File: src/rtl/data_wbuf.sv
// rtl/data_wbuf.sv - posted data-side write buffer between core and AXI bridge
// Stores are acked the cycle after acceptance and drained in order; loads wait for all stores to complete.
module data_wbuf #(
    parameter int DEPTH = 4,
    parameter int PTR_W = 2
) (
    input  logic        clk,
    input  logic        reset,
    input  logic        cpu_req,
    input  logic        cpu_wr,
    input  logic [1:0]  cpu_size,
    input  logic [3:0]  cpu_wstrb,
    input  logic [31:0] cpu_addr,
    input  logic [31:0] cpu_wdata,
    output logic        cpu_addr_ok,
    output logic        cpu_data_ok,
    output logic [31:0] cpu_rdata,
    output logic        mem_req,
    output logic        mem_wr,
    output logic [1:0]  mem_size,
    output logic [3:0]  mem_wstrb,
    output logic [31:0] mem_addr,
    output logic [31:0] mem_wdata,
    input  logic        mem_addr_ok,
    input  logic        mem_data_ok,
    input  logic [31:0] mem_rdata,
    output logic        wbuf_empty
);

    localparam logic [PTR_W:0] FULL_CNT = (PTR_W + 1)'(DEPTH);
    localparam logic [PTR_W:0] WMAX     = '1;

    typedef enum logic {
        RD_IDLE = 1'b0,
        RD_WAIT = 1'b1
    } rd_state_e;

    rd_state_e        state_q, state_d;
    logic [PTR_W-1:0] head_q, head_d;
    logic [PTR_W-1:0] tail_q, tail_d;
    logic [PTR_W:0]   cnt_q, cnt_d;
    logic [PTR_W:0]   wcnt_q, wcnt_d;
    logic             st_ack_q, st_ack_d;

    logic [31:0] addr_mem  [DEPTH];
    logic [1:0]  size_mem  [DEPTH];
    logic [3:0]  wstrb_mem [DEPTH];
    logic [31:0] wdata_mem [DEPTH];

    logic idle, full, push, drain, pop, ld_req, ld_hs, wresp, rd_done;

    // reset gating keeps every handshake output quiet while reset is held
    always_comb begin
        idle    = (state_q == RD_IDLE) & ~reset;
        full    = (cnt_q == FULL_CNT);
        push    = idle & cpu_req & cpu_wr & ~full;
        drain   = idle & (cnt_q != '0) & (wcnt_q < WMAX);
        pop     = drain & mem_addr_ok;
        ld_req  = idle & cpu_req & ~cpu_wr & (cnt_q == '0) & (wcnt_q == '0);
        ld_hs   = ld_req & mem_addr_ok;
        wresp   = idle & mem_data_ok;
        rd_done = (state_q == RD_WAIT) & ~reset & mem_data_ok;
    end

    always_comb begin
        state_d  = state_q;
        head_d   = head_q;
        tail_d   = tail_q;
        cnt_d    = cnt_q;
        wcnt_d   = wcnt_q;
        st_ack_d = push;
        if (pop) begin
            head_d = head_q + 1'b1;
        end
        if (push) begin
            tail_d = tail_q + 1'b1;
        end
        if (push && !pop) begin
            cnt_d = cnt_q + 1'b1;
        end else if (!push && pop) begin
            cnt_d = cnt_q - 1'b1;
        end
        if (pop && !wresp) begin
            wcnt_d = wcnt_q + 1'b1;
        end else if (!pop && wresp) begin
            wcnt_d = wcnt_q - 1'b1;
        end
        if (ld_hs) begin
            state_d = RD_WAIT;
        end else if (rd_done) begin
            state_d = RD_IDLE;
        end
    end

    always_ff @(posedge clk or posedge reset) begin
        if (reset) begin
            state_q  <= RD_IDLE;
            head_q   <= '0;
            tail_q   <= '0;
            cnt_q    <= '0;
            wcnt_q   <= '0;
            st_ack_q <= 1'b0;
        end else begin
            state_q  <= state_d;
            head_q   <= head_d;
            tail_q   <= tail_d;
            cnt_q    <= cnt_d;
            wcnt_q   <= wcnt_d;
            st_ack_q <= st_ack_d;
        end
    end

    // entry payload needs no reset; validity is tracked by cnt_q alone
    always_ff @(posedge clk) begin
        if (push) begin
            addr_mem[tail_q]  <= cpu_addr;
            size_mem[tail_q]  <= cpu_size;
            wstrb_mem[tail_q] <= cpu_wstrb;
            wdata_mem[tail_q] <= cpu_wdata;
        end
    end

    always_comb begin
        cpu_addr_ok = push | ld_hs;
        cpu_data_ok = st_ack_q | rd_done;
        cpu_rdata   = rd_done ? mem_rdata : 32'h0;
        mem_req     = drain | ld_req;
        mem_wr      = drain;
        mem_size    = 2'b00;
        mem_wstrb   = 4'h0;
        mem_addr    = 32'h0;
        mem_wdata   = 32'h0;
        if (drain) begin
            mem_size  = size_mem[head_q];
            mem_wstrb = wstrb_mem[head_q];
            mem_addr  = addr_mem[head_q];
            mem_wdata = wdata_mem[head_q];
        end else if (ld_req) begin
            mem_size = cpu_size;
            mem_addr = cpu_addr;
        end
        wbuf_empty = (cnt_q == '0) & (wcnt_q == '0);
    end

endmodule

File: config.mk
export PLATFORM = sky130hd
export DESIGN_NAME = data_wbuf
export DESIGN_NICKNAME = d
export VERILOG_FILES = /design/src/rtl/data_wbuf.sv
export SDC_FILE = /design/constraint.sdc
export NUM_CORES = 1
export LEC_CHECK = 0
export ABC_AREA = 1
export CORE_ASPECT_RATIO = 0.6
export CORE_UTILIZATION = 55
export CTS_BUF_LIST = sky130_fd_sc_hd__clkbuf_2
export DETAILED_ROUTE_END_ITERATION = 10
export DONT_BUFFER_PORTS = 1
export PLACE_DENSITY = 0.7
export SYNTH_ARGS = -nofsm -noshare
export SYNTH_HDL_FRONTEND = slang
export SYNTH_SLANG_ARGS = --single-unit
File: constraint.sdc
create_clock -name clk -period 11.3 [get_ports clk]
set_input_delay 2.26 -clock clk [delete_from_list [all_inputs] [get_ports clk]]
set_output_delay 2.26 -clock clk [all_outputs]
set_load 0.1 [all_outputs]
== Word-level counts from Yosys, hierarchy flattened ==
Memories as Yosys holds them, arrays and structs flattened.
Cells that the tools add are included.
Storage, ports and cells
  output and inout port bits: 107
  flip-flop bits (word level): 12
  input bits: 108
  memories kept: 4
  RAM bits: 280
Memory list
  addr_mem: words 4, bits a word 32, read ports 1, clocked after memory_dff 0, write ports 1, line 45  | logic [31:0] addr_mem [DEPTH];
  wdata_mem: words 4, bits a word 32, read ports 1, clocked after memory_dff 0, write ports 1, line 48  | logic [31:0] wdata_mem [DEPTH];
  wstrb_mem: words 4, bits a word 4, read ports 1, clocked after memory_dff 0, write ports 1, line 47  | logic [3:0] wstrb_mem [DEPTH];
  size_mem: words 4, bits a word 2, read ports 1, clocked after memory_dff 0, write ports 1, line 46  | logic [1:0] size_mem [DEPTH];
Operators by class
  order comparisons: 1
  bitwise gates (word level): 22
  $add $sub $neg: 6
  muxes and demuxes: 15
  equality and inequality tests: 1
  reductions and logical operators: 13
Operators with widths (count)
  $mux W32: 4
  $and A1 B1 Y1: 15
  $mux W3: 4
  $add A3 B1 Y3 const B: 2
  $logic_not A3 Y1: 2
  $reduce_bool A2 Y1: 3
  $sub A3 B1 Y3 const B: 2
  $add A2 B1 Y2 const B: 2
  $logic_and A1 B1 Y1: 4
  $mux W1: 4
  $mux W2: 2
  $mux W4: 1
  $not A1 Y1: 4
  $eq A3 B3 Y1 const B: 1
  $logic_not A1 Y1: 3
  $lt A3 B3 Y1 const B: 1
  $or A1 B1 Y1: 3
  $reduce_bool A3 Y1: 1

== Longest topological paths before layout ==
  word-level depth: 9
  mapped depth: 11

== Worst setup path after synthesis ==
No wires, ideal clock.
  path type: input to output
  start: in reset
  end: out cpu_rdata[10]
  stages: 4
  path slack: 4.741 ns
  required time: 9.040 ns
  data arrival time: 4.299 ns
  cells stage by stage: inv_1 -> nand3_1 -> clkbuf_1 -> nor2_1
On the way
  longest elaborated chain between the ends: 4
Ends and longest elaborated chain
  start, declared: line 8  | input logic reset,
  $not A1 Y1: line 62  | rd_done = (state_q == RD_WAIT) & ~reset & mem_data_ok;
  $and A1 B1 Y1 (2 in a row): line 62
  $mux W32: line 126  | cpu_rdata = rd_done ? mem_rdata : 32'h0;
  end, declared: line 17  | output logic [31:0] cpu_rdata,
No other way between the ends.

== Final worst setup path ==
  start: in reset
  end: out cpu_rdata[9]
The elaborated chain is that of the path after synthesis.

==> results.toml <==
[clock_tree]
clock-sinks = 292
clock_latency_ns = 0.82
cts-htree-levels = 3
cts_buffers = 67
postCtsSetupBuffers = 0
cts.repair.resized = 0
clk_pin_slew_worst_paths_ns = 0.09
cts_max_path_buffers = 3
cts-root-buf = "clkbuf_2"
cts_tree = "built"
cts_hold_buf = 0

[sta]
timing_hold_violations_final = 0
setup_viol = 0
max_freq_mhz = 146
min_period_ns = 6.83
maxSlewHeadroom = 0.158
finalClockSkew_ns = 0.0333
hold-worst-slack_ns = 0.553
finalWorstSetupSlack_ns = 4.47
grt_setup_unrepaired = "no"
tightest_slew_ns = 1.26
slew_viol_final = 0
finalSetupTns_ns = 0
period_share = 0.605

[detailed_routing]
route.antenna.remaining_nets = 0
dr.pass1.iters = 5
drt-vias-per-instance = 5.21
vias = 8379
drc = 0
wirelength_um = 28300
drt_iter0_drc = 476
routedWlPerCell_um = 17.6

[placement]
pre_cts_ws_ns = 4.41
dp_cells = 1497
io_buffer_count = 0
gp_congestion = 0.762
dpl.hpwl_um = 16000

[global_routing]
grt_pass1_wl_um = 43000
antenna_found_initial = 1
grt_start_max_net_pins = 98
globalRouteOverflowTotal = 0
first_global_vias = 8115
grtUsageTotal = 0.240

[pwr]
pwr_density_cell_nw_per_um2 = 277
p_clk_frac = 0.173
power_frac_seq = 0.353
switching_power_mw = 2.03
p_sw_frac = 0.531
p_int_mw = 1.79
peakVddDrop_uv = 183
p_comb_frac = 0.474
leakage_nw = 5.72

[job]
cap_violations = 0

[synthesis]
avgSynthCellArea_um2 = 10.4
syn_area_um2 = 12800
synth_cell_types = 29
ys_seq_elements = 292
ys_seq_area_frac = 0.679
syn_nets = 1354
yosys_warnings = 0
postSynthCellCount = 1238

[min_path]
hold_class = "flip-flop to flip-flop"

[finish]
finalNetCount = 1374
postLayoutCoreUtil = 0.614
drive_gt1_frac = 0.156
synthToLayoutAreaGrowth_pct = 7.49
instances_no_fill = 1608

[floorplan]
core_um2 = 22400
ios = 215
die_w_um = 199
chipHeight_um = 120
rows = 42
start_util = 0.572
die_area_um2 = 24000

[critical_path]
cp_max_fo = 34
worst_setup_path_start_kind = "input pin"
end_kind = "output port"
slowest_delay_ns = 1.15
critPathKind = "input pin to output port"
slowest_stage = "nor2_2"
crit_chain = "inv_1, nand3_2, nor2_2"
worstPathRequired_ns = 9.04
arrival_ns = 4.57

[status]
status = "finished clean"
[power groups by stage]
| stage | clock network [mW] | logic (mW) | registers (mW) |
|---|---|---|---|
| 6_report | 0.659 | 1.81 | 1.35 |
| 5_1_grt | 0.731 | 1.93 | 1.36 |
| 4_1_cts | 0.679 | 1.82 | 1.35 |
| 3_5_place_dp | 0 | 1.82 | 1.37 |
| 3_3_place_gp | 0 | 1.80 | 1.37 |
| 2_1_floorplan | 0 | 1.62 | 1.31 |
[kinds of logic (layout without fill, tap and decap cells)]
| logic type | Yosys count | in the layout | share of synthesized area |
|---|---|---|---|
| buffers and inverters | 253 | 314 | 0.0846 |
| AOI/OAI and AO/OA | 108 | 108 | 0.0421 |
| DFF | 292 | 292 | 0.679 |
| other | 0 | 1 | 0 |
| xor gates and xnor gates | 4 | 4 | 0.00273 |
| adders and majority gates | 8 | 8 | 0.00897 |
| and+or+nand+nor | 573 | 573 | 0.183 |
[final timing paths]
path                           start               end  slack, ns  depth (start not counted)
hold / removal             tail_q[0]         tail_q[0]       0.55                          2
setup reg to reg             state_q  wdata_mem[1][22]       8.01                          4
min in group asynchronous      reset          cnt_q[2]       1.34                          1
max in group asynchronous      reset         head_q[0]       9.59                          1
setup / recovery               reset      cpu_rdata[9]       4.47                          3
hold reg to reg            tail_q[0]         tail_q[0]       0.55                          2
[per-stage QoR]
step | power [mW] | instance area (um^2)
6_report | 3.82 | 13800
3_5_place_dp | 3.19 | 13200
5_1_grt | 4.02 | 13800
2_1_floorplan | 2.93 | 12800
4_1_cts | 3.85 | 13800
3_3_place_gp | 3.17 | 13200
[critical path, delay by kind of cell]
family / cells / cell delay [ns]
buffers and inverters: 1 / 0.34
AND/OR/NAND/NOR: 2 / 1.96
[layer usage]
layer  global-route usage  up-vias  share of wire
li1                     -     4083              -
met1                0.319     3964           0.44
met2                0.374      295           0.46
met3               0.0731       37          0.081
met4               0.0885        0          0.016
met5                    0        -              0
[Yosys cell counts, drive strengths merged]
| library cell | count | share of area |
|---|---|---|
| dfrtp | 12 | 0.023 |
| o21ai | 72 | 0.028 |
| inv | 191 | 0.056 |
| xor2 | 2 | 0.0014 |
| nand4 | 5 | 0.0024 |
| nand3b | 1 | 0.00059 |
| nor2 | 187 | 0.057 |
| a21oi | 36 | 0.014 |
| xnor2 | 2 | 0.0014 |
| clkbuf | 12 | 0.0036 |
| nand2 | 273 | 0.081 |
| ha | 6 | 0.0059 |
| clkinv | 1 | 0.00029 |
| buf | 49 | 0.025 |
| fa | 2 | 0.0031 |
| edfxtp | 280 | 0.66 |
| nand3 | 107 | 0.042 |
[layout by cell type (no fill, tap or decap), types with 10 or more instances in the layout]
cell      count
a21oi_2      36
nand2_1     270
o21ai_0      69
dfrtp_1      10
buf_4        12
nor2_2       34
edfxtp_1    280
nor2_1      146
nand3_1     105
inv_1       187
clkbuf_2     96
[cell type report]
cell class	count	area, um^2
Inverter	192	723
Sequential cell	292	8710
Timing Repair Buffer	12	90.1
Clock buffer	96	480
Tap cell	308	385
Clock inverter	14	106
Antenna cell	1	2.50
Multi-Input combinational cell	693	3290
Fill cell	1806	8650
[state kept, by name, summed over array words and instances (netlist names)]
| register | count |
|---|---|
| st_ack_q | 1 |
| wstrb_mem | 16 |
| size_mem | 8 |
| state_q | 1 |
| wcnt_q | 3 |
| tail_q | 2 |
| addr_mem | 128 |
| wdata_mem | 128 |
| cnt_q | 3 |
| head_q | 2 |
(Power assumes the default switching activity.)
